**config.mk**
```make
export PLATFORM = sky130hd
export DESIGN_NAME = mux_pipe_n_flat
export DESIGN_NICKNAME = d
export VERILOG_FILES = /design/src/rtl/mux_pipe_n_pkg.sv /design/src/rtl/mux_pipe_n_if.sv /design/src/rtl/mux_sel_n.sv /design/src/rtl/mux_pipe_n.sv /design/src/flat_wrapper.sv
export SDC_FILE = /design/constraint.sdc
export NUM_CORES = 1
export LEC_CHECK = 0
export ABC_AREA = 1
export BUFFER_PORTS_ARGS = -buffer_cell sky130_fd_sc_hd__buf_4
export CAP_MARGIN = 20
export CORE_UTILIZATION = 45
export CTS_BUF_LIST = sky130_fd_sc_hd__clkbuf_4
export CTS_CLUSTER_DIAMETER = 100
export DETAILED_ROUTE_END_ITERATION = 10
export PLACE_DENSITY = 0.79
export SETUP_SLACK_MARGIN = 0.5
export SLEW_MARGIN = 30
export SYNTH_ARGS = -nofsm -noshare
export SYNTH_HDL_FRONTEND = slang
export SYNTH_SLANG_ARGS = --single-unit
```
**constraint.sdc**
```tcl
create_clock -name clk -period 1.6 [get_ports clk]
set_clock_uncertainty 0.05 [all_clocks]
set_input_delay 0 -clock clk [delete_from_list [all_inputs] [get_ports clk]]
set_output_delay 0 -clock clk [all_outputs]
set_load 0.03 [all_outputs]
```
**src/rtl/mux_pipe_n_pkg.sv**
```systemverilog
// Shared definitions for the registered N-to-1 mux with skid buffer:
// occupancy state encoding and a constant-foldable clog2 helper.
package mux_pipe_n_pkg;

  typedef enum logic [1:0] {
    ST_EMPTY = 2'd0,
    ST_ONE   = 2'd1,
    ST_TWO   = 2'd2
  } state_t;

  function automatic int clog2(input int value);
    int bits;
    bits = 0;
    while ((1 << bits) < value) bits++;
    return bits;
  endfunction

endpackage

```
**src/rtl/mux_pipe_n_if.sv**
```systemverilog
// Valid/ready bus between a data source, the mux pipeline and its consumer.
interface mux_pipe_n_if #(
  parameter int WIDTH  = 32,
  parameter int NUM_IN = 4,
  parameter int SEL_W  = 2
);
  logic [NUM_IN*WIDTH-1:0] d;
  logic [SEL_W-1:0]        select;
  logic                    in_valid;
  logic                    in_ready;
  logic [WIDTH-1:0]        out;
  logic                    out_err;
  logic                    out_valid;
  logic                    out_ready;

  modport master (
    output d, select, in_valid, out_ready,
    input  in_ready, out, out_err, out_valid
  );

  modport slave (
    input  d, select, in_valid, out_ready,
    output in_ready, out, out_err, out_valid
  );
endinterface

```
**src/rtl/mux_sel_n.sv**
```systemverilog
// Combinational N-to-1 selector; unused select codes map to DEFAULT_VAL
// with err raised.
module mux_sel_n #(
  parameter int               WIDTH       = 32,
  parameter int               NUM_IN      = 4,
  parameter int               SEL_W       = 2,
  parameter logic [WIDTH-1:0] DEFAULT_VAL = '0
) (
  input  logic [NUM_IN*WIDTH-1:0] d,
  input  logic [SEL_W-1:0]        select,
  output logic [WIDTH-1:0]        value,
  output logic                    err
);

  localparam int              SLOTS    = 1 << SEL_W;
  localparam logic [SEL_W:0]  NUM_IN_W = (SEL_W + 1)'(NUM_IN);

  // Every select code owns a slot, so the array index never runs off the end.
  logic [WIDTH-1:0] slot [SLOTS];

  for (genvar gi = 0; gi < SLOTS; gi++) begin : g_slot
    if (gi < NUM_IN) begin : g_in
      assign slot[gi] = d[gi*WIDTH +: WIDTH];
    end else begin : g_def
      assign slot[gi] = DEFAULT_VAL;
    end
  end

  assign value = slot[select];
  assign err   = ({1'b0, select} >= NUM_IN_W);

endmodule

```
**src/rtl/mux_pipe_n.sv**
```systemverilog
// Registered N-to-1 mux with valid/ready on both sides; a main + skid register
// pair keeps full throughput while in_ready stays a pure flop output.
module mux_pipe_n
  import mux_pipe_n_pkg::*;
#(
  parameter int               WIDTH       = 32,
  parameter int               NUM_IN      = 4,
  parameter int               SEL_W       = clog2(NUM_IN),
  parameter logic [WIDTH-1:0] DEFAULT_VAL = '0
) (
  input logic          clk,
  input logic          rst,
  mux_pipe_n_if.slave  bus
);

  if (NUM_IN < 2 || NUM_IN > 16 || (1 << SEL_W) < NUM_IN) begin : g_bad_params
    $error("mux_pipe_n: NUM_IN must be 2..16 and fit in SEL_W bits");
  end

  logic [WIDTH-1:0] sel_value;
  logic             sel_err;

  mux_sel_n #(
    .WIDTH       (WIDTH),
    .NUM_IN      (NUM_IN),
    .SEL_W       (SEL_W),
    .DEFAULT_VAL (DEFAULT_VAL)
  ) u_sel (
    .d      (bus.d),
    .select (bus.select),
    .value  (sel_value),
    .err    (sel_err)
  );

  state_t           state_reg;
  logic [WIDTH-1:0] main_data_reg;
  logic             main_err_reg;
  logic [WIDTH-1:0] skid_data_reg;
  logic             skid_err_reg;
  logic             in_ready_reg;
  logic             out_valid_reg;
  logic             accept;
  logic             emit;

  assign accept = bus.in_valid && in_ready_reg;
  assign emit   = out_valid_reg && bus.out_ready;

  always_ff @(posedge clk or posedge rst) begin
    if (rst) begin
      state_reg     <= ST_EMPTY;
      main_data_reg <= '0;
      main_err_reg  <= 1'b0;
      skid_data_reg <= '0;
      skid_err_reg  <= 1'b0;
      in_ready_reg  <= 1'b1;
      out_valid_reg <= 1'b0;
    end else begin
      case (state_reg)
        ST_EMPTY: begin
          if (accept) begin
            main_data_reg <= sel_value;
            main_err_reg  <= sel_err;
            out_valid_reg <= 1'b1;
            state_reg     <= ST_ONE;
          end
        end
        ST_ONE: begin
          if (accept && !emit) begin
            // Consumer stalled: park the new entry, main keeps the head.
            skid_data_reg <= sel_value;
            skid_err_reg  <= sel_err;
            in_ready_reg  <= 1'b0;
            state_reg     <= ST_TWO;
          end else if (accept) begin
            main_data_reg <= sel_value;
            main_err_reg  <= sel_err;
          end else if (emit) begin
            out_valid_reg <= 1'b0;
            state_reg     <= ST_EMPTY;
          end
        end
        ST_TWO: begin
          if (emit) begin
            main_data_reg <= skid_data_reg;
            main_err_reg  <= skid_err_reg;
            in_ready_reg  <= 1'b1;
            state_reg     <= ST_ONE;
          end
        end
        default: begin
          out_valid_reg <= 1'b0;
          in_ready_reg  <= 1'b1;
          state_reg     <= ST_EMPTY;
        end
      endcase
    end
  end

  assign bus.in_ready  = in_ready_reg;
  assign bus.out       = main_data_reg;
  assign bus.out_err   = main_err_reg;
  assign bus.out_valid = out_valid_reg;

endmodule

```
**src/flat_wrapper.sv**
```systemverilog
// flat-port wrapper written by rule: the top's interface ports become plain ports
module mux_pipe_n_flat import mux_pipe_n_pkg::*;
#(
  parameter int               WIDTH       = 32,
  parameter int               NUM_IN      = 4,
  parameter int               SEL_W       = clog2(NUM_IN),
  parameter logic [WIDTH-1:0] DEFAULT_VAL = '0
)
  (clk, rst, bus_d, bus_select, bus_in_valid, bus_out_ready, bus_in_ready, bus_out, bus_out_err, bus_out_valid);
  mux_pipe_n_if #(.WIDTH(WIDTH), .NUM_IN(NUM_IN), .SEL_W(SEL_W)) bus_i ();
  input logic clk;
  input logic rst;
  input wire logic [$bits(bus_i.d)-1:0] bus_d;
  input wire logic [$bits(bus_i.select)-1:0] bus_select;
  input wire logic [$bits(bus_i.in_valid)-1:0] bus_in_valid;
  input wire logic [$bits(bus_i.out_ready)-1:0] bus_out_ready;
  output wire logic [$bits(bus_i.in_ready)-1:0] bus_in_ready;
  output wire logic [$bits(bus_i.out)-1:0] bus_out;
  output wire logic [$bits(bus_i.out_err)-1:0] bus_out_err;
  output wire logic [$bits(bus_i.out_valid)-1:0] bus_out_valid;
  assign bus_i.d = bus_d;
  assign bus_i.select = bus_select;
  assign bus_i.in_valid = bus_in_valid;
  assign bus_i.out_ready = bus_out_ready;
  assign bus_in_ready = bus_i.in_ready;
  assign bus_out = bus_i.out;
  assign bus_out_err = bus_i.out_err;
  assign bus_out_valid = bus_i.out_valid;
  mux_pipe_n #(.WIDTH(WIDTH), .NUM_IN(NUM_IN), .SEL_W(SEL_W), .DEFAULT_VAL(DEFAULT_VAL)) u_core (.clk(clk), .rst(rst), .bus(bus_i));
endmodule
```
; ---- Word-level counts from Yosys, hierarchy flattened
; Index checks and enable logic that the tools add are counted.
[totals]
regBits = 69
latch_bits = 0
ram_bits = 0
rom_bits = 0
inputBits = 134
wordCells = 55
memories = 0
[classes]
n_addsub = 0
multipliers = 0
div = 0
order_cmp = 1
n_eq_ne = 10
shifts = 0
mux = 24
bitwise = 3
n_reduce_logical = 11
[op_table]
columns = cell, n
row1 = 32-bit 2-to-1 mux, 5
row2 = 32-bit case mux with 3 select lines, 1
row3 = 32-bit binary-select mux with 2-bit select, 1
row4 = 2-bit 2-to-1 mux, 5
row5 = 1-bit case mux with 3 select lines, 3
row6 = 1-bit 2-to-1 mux, 8
row7 = "2-bit by 1-bit inequality test with 1-bit output, second input constant", 4
row8 = 2-bit case mux with 3 select lines, 1
row9 = 3-bit AND reduction, 2
row10 = 5-bit AND reduction, 1
row11 = "2-bit inequality test, second input constant", 2
row12 = 4-bit AND reduction, 1
row13 = "3-bit greater-or-equal comparator, second input constant", 1
row14 = 1-bit logical AND, 3
row15 = "3-bit by 1-bit inequality test with 1-bit output, second input constant", 1
row16 = "3-bit inequality test, second input constant", 1
row17 = 2-bit inverter with 3-bit output, 1
row18 = 3-bit nonzero test, 1
row19 = "2-bit by 1-bit == test with 1-bit output, second input constant", 1
row20 = "2-bit == test, second input constant", 1
row21 = 2-bit zero test, 1
row22 = 1-bit inverter, 2
row23 = 2-bit AND reduction, 1
row24 = 1-bit zero test, 1

; ---- Depth between registers and ports, before layout
[depth]
word_depth = 7
ltp_mapped = 9
depth_no_buf = 7

; ---- By module
; From an unflattened synthesis, not the netlist that was laid out.
[hier_totals]
hier_cells = 805
hier_area_um2 = 4959.8
[by_module_without_submodules]
columns = module, instances, cells_per_inst, area_per_inst_um2
row1 = mux_pipe_n, 1, 429, 3385.7
row2 = mux_sel_n, 1, 376, 1574.0

; ---- Least setup slack after synthesis
; No wires, ideal clock.
[synth_timing]
path_type = register to register
from = register u_core.in_ready_reg, in the netlist u_core.bus.in_ready
to = register u_core.main_data_reg[0], in the netlist u_core.bus.out[0]
setup_ns = 0.117
t_arrival_ns = 1.357
required_time_ns = 1.433
slack_ns = 0.077
stages_incl_launch_ff = 10
path_buffers = 2
path_cell_list = dfstp_2 nand2_1 inv_1 nand3_2 buf_6 nand2_4 nor2_4 buf_6 nand2_1 nand2_1
[synth_via]
elab_chain_len = 4
[synth_lines]
columns = element, line_no
row1 = from (decl), mux_pipe_n.sv:40  ; logic in_ready_reg;
row2 = from (signal assigned), mux_pipe_n.sv:55  ; in_ready_reg <= 1'b1;
row3 = from (signal assigned), mux_pipe_n.sv:72  ; in_ready_reg <= 1'b0;
row4 = from (signal assigned), mux_pipe_n.sv:86  ; in_ready_reg <= 1'b1;
row5 = 1-bit logical AND *, mux_pipe_n.sv:45  ; assign accept = bus.in_valid && in_ready_reg;
row6 = 32-bit 2-to-1 mux or 1-bit logical AND (tied branches), -
row7 = 32-bit 2-to-1 mux or 2-bit inequality test (tied branches), -
row8 = 32-bit case mux with 3 select lines or 3-bit AND reduction (tied branches), -
row9 = to (signal assigned), mux_pipe_n.sv:61  ; main_data_reg <= sel_value;
row10 = to (signal assigned), mux_pipe_n.sv:75  ; main_data_reg <= sel_value;
row11 = to (signal assigned), mux_pipe_n.sv:84  ; main_data_reg <= skid_data_reg;
row12 = to (decl), mux_pipe_n.sv:36  ; logic [WIDTH-1:0] main_data_reg;
; Mark *: on every way between the ends. The rest lies on a longest branch, timed or not. The select of a mux whose other input is x is not followed.
; A chain may end at the register's enable or synchronous reset.

; ---- Final worst setup path
; Ends and elaborated chain as after synthesis.

==> results <==
- The number of antenna violations at the first check in global routing came to 0.
- The count of max-cap constraint violations is 0.
- The number of levels the H-tree was split into is 3.
- The setup-violating endpoint count in the final report is 0.
- Counting the buffers created by CTS gives 9.
- The global-route wire length before repair is around 25 mm.
- The arrival time at the worst endpoint is around 1.7 ns.
- The number of search-and-repair iterations in the first detailed-routing pass is 5.
- For this run, the slowest stage of the critical path takes 0.57 ns.
- The total overflow left after global routing is 0.
- After routing the design area is ~7000 um^2.
- The number of standard-cell rows in the floorplan is 34.
- Dividing the synthesized area by the synthesized cell count gives between 6 and 7 um^2.
- Synthesis inferred 68 register bits.
- The number of top-level pins is approximately 170.
- The total power of the final layout is slightly below 10 mW.
- STA puts the critical path data required time at ~1.9 ns.
- The core footprint is 8763 um^2.
- The fraction of layout cells with a size suffix above 1 is between 20% and 30%.
- The final critical delay including setup and external delays is between 1 and 1.5 ns.
- The placed instances occupy a cell area of 5428 um^2.
- In this run the critical register-to-register path is launched from u_core.bus.in_ready.
- The x dimension of the die is slightly below 100 um.
- The signal on the critical path passes through nand2_4 -> nand2_4 -> nand2_2 -> nand3b_4 -> buf_12 -> nand2_1 -> nand2_1.
- The count of buffers added on input and output ports is ~170.
- The average routed wire per standard cell is 15.60 um.
- The final clock period utilization by the worst path is about 91%.
- The family of cells with the greatest summed delay on the critical path is flip-flops.
- The vertical die dimension is ~100 um.
- The cell at the root of the clock tree is clkbuf_4.
- The largest individual stage delay along the critical path comes from the cell dfstp_2.
- From synthesis to final layout, the design area changed by 66.98%.
- The kind of start point of the critical path is a flip-flop.
- The net count of the mapped netlist is 754.
- The latest clock arrival within the worst-skew pair is ~0.40 ns.
- In this run the static leakage power is roughly 3.7 nW.
- The total buffers and inverters traversed by the critical path is 1.
- The cell area after technology mapping is 4078 um^2.
- The global routing usage summed across all routing layers is 32.50%.
- The kind of path behind the tightest hold check is input port to flip-flop.
- The critical path launch point is u_core.bus.in_ready.
- Counting along the longest clock path gives a buffer depth of 2.
- TritonCTS built the clock tree.
- The worst setup path is captured at a flip-flop.
- The critical path in this run is classified as flip-flop to flip-flop.
- The count of pins over their slew limit came to 0.
- The via count of the routed design is between 5,000 and 6,000.
- IR analysis of the VDD net gives a maximum drop of roughly 700 uV.
- The initial detailed-routing violation count is 383.
- The maximum clock rate is between 600 and 700 MHz.
- In the routed layout, each cell is associated on average with a via count of between 5 and 6.
- The count of clock tree sinks is 68.
- The count of inserted antenna diode cells is 0.
- In this run the most critical hold path is launched from bus_in_valid.
- The total wire length is 15.73 mm.
- For this run, design rule violations remaining after detail routing come to 0.
- The final net count is ~1,000.
- The warning count from the yosys run is 0.
- The post-synthesis cell type count is 21.
- The total negative setup slack is 0 ns.
- Summed over all nets, the half-perimeter wirelength after detailed placement is approximately 9 mm.
- The final hold violation count is 0.
- The power density over the cells is about 1400 nW/um^2.
- The initial utilization of the core area, before any placement, comes to between 40% and 50%.
- The number of global-route vias before repair came to roughly 5,100.
- The portion of the post-synthesis area used by sequential elements is 41.76%.
- The highest fanout seen on the critical path is 22.
- The flow ran to the end, and the final reports show no timing, DRC or antenna violations.
- The synthesized instance count is 620.
- Setup repair after global routing could not meet its margin everywhere.
- The full die area is between 9000 and 10,000 um^2.
- The number of antenna-violating nets in the routed design is 0.
- The clock input transition at the sequential cells of the worst setup and hold paths is ~0.11 ns.
- The maximum number of pins on one net before global-route repair is between 60 and 70.
- The global placement routability congestion is ~0.88.
-- worst register-to-register path: stages (launching register included) --
cell and delay, ns:
dfstp_2 0.57, nand2_4 0.07, nand2_4 0.07, nand2_2 0.07
nand3b_4 0.18, buf_12 0.17, nand2_1 0.09, nand2_1 0.07
-- layout by cell type, fill, tap and decap left out, drive strengths merged --
| master | count |
|---|---|
| nor2 | 5 |
| clkinvlp | 1 |
| o211ai | 2 |
| clkbuf | 12 |
| dlygate4sd3 | 107 |
| inv | 7 |
| clkinv | 5 |
| nand3b | 1 |
| xor2 | 1 |
| nand3 | 99 |
| buf | 196 |
| nand2 | 362 |
| dfstp | 1 |
| dfrtp | 67 |
| conb | 1 |
| o21ai | 33 |
-- per-stage QoR --
stage	hold slack (ns)	std cells	utilization, %	setup WS, ns
5_1_grt	0.008280	1008	77.70	0.06083
2_1_floorplan	0.1063	620	-	0.1170
3_5_place_dp	0.08287	872	61.94	0.1069
6_report	0.002763	1008	77.70	0.1444
3_3_place_gp	0.08207	872	61.94	0.1863
4_1_cts	-0.09785	998	76.26	0.1615
-- cell families after synthesis --
family,after synthesis,synth area share (%)
AND/OR/NAND/NOR,467,47.16
AO/OA/AOI/OAI,35,4.418
buffers and inverters,48,6.352
other,1,0.09196
XOR/XNOR,1,0.2148
flip-flops,68,41.76
-- per-layer routing --
layer	global-route usage, %	share of wire [%]	vias to the layer above
met2	55.25	48	349
met4	12.51	2.2	0
met1	41.34	39	2361
met5	0	0	-
li1	-	-	2511
met3	5.468	10	36
-- where the power goes --
| group | internal [mW] | switching, mW | total (mW) |
|---|---|---|---|
| logic | 2.39 | 3.25 | 5.64 |
| clock network | 0.347 | 0.605 | 0.953 |
| registers | 2.58 | 0.507 | 3.09 |
-- cells in the mapped netlist (all sizes together) --
master	number	area (um^2)
nand3b	1	20.02
nand2	362	1366
o211ai	2	15.01
xor2	1	8.760
inv	8	30.03
conb	1	3.750
dfstp	1	26.28
dfrtp	67	1677
buf	29	187.7
nand3	99	500.5
clkbuf	11	41.29
nor2	5	36.29
o21ai	33	165.2
-- cell type report --
class | instances | area [um^2]
sequential | 68 | 1707
inverter | 8 | 38.79
timing repair buffer | 304 | 2660
clock buffer | 11 | 82.58
multi-input combinational | 504 | 2157
clock inverter | 5 | 28.78
tap | 108 | 135.1
fill | 576 | 1954
-- path summary, 6_finish.rpt --
path,endpoint,slack (ns),cells past startpoint
max reg2reg,u_core.bus.out[0],0.14,7
max,u_core.bus.out[0],0.14,7
max in group asynchronous,u_core.bus.in_ready,0.97,4
min,u_core.state_reg[0],0.003,6
min reg2reg,u_core.bus.out[24],0.44,2
min in group asynchronous,u_core.bus.out[24],0.18,4
-- repair_timing --
action	in CTS	in global routing
endpoints found under the hold margin	116	0
endpoints found under the setup margin	68	70
setup buffers	3	9
hold buffers	107	0
cloned	0	1
pin swaps	1	6
resized for setup	19	16
Note: power is estimated with default switching activity, not from simulation.
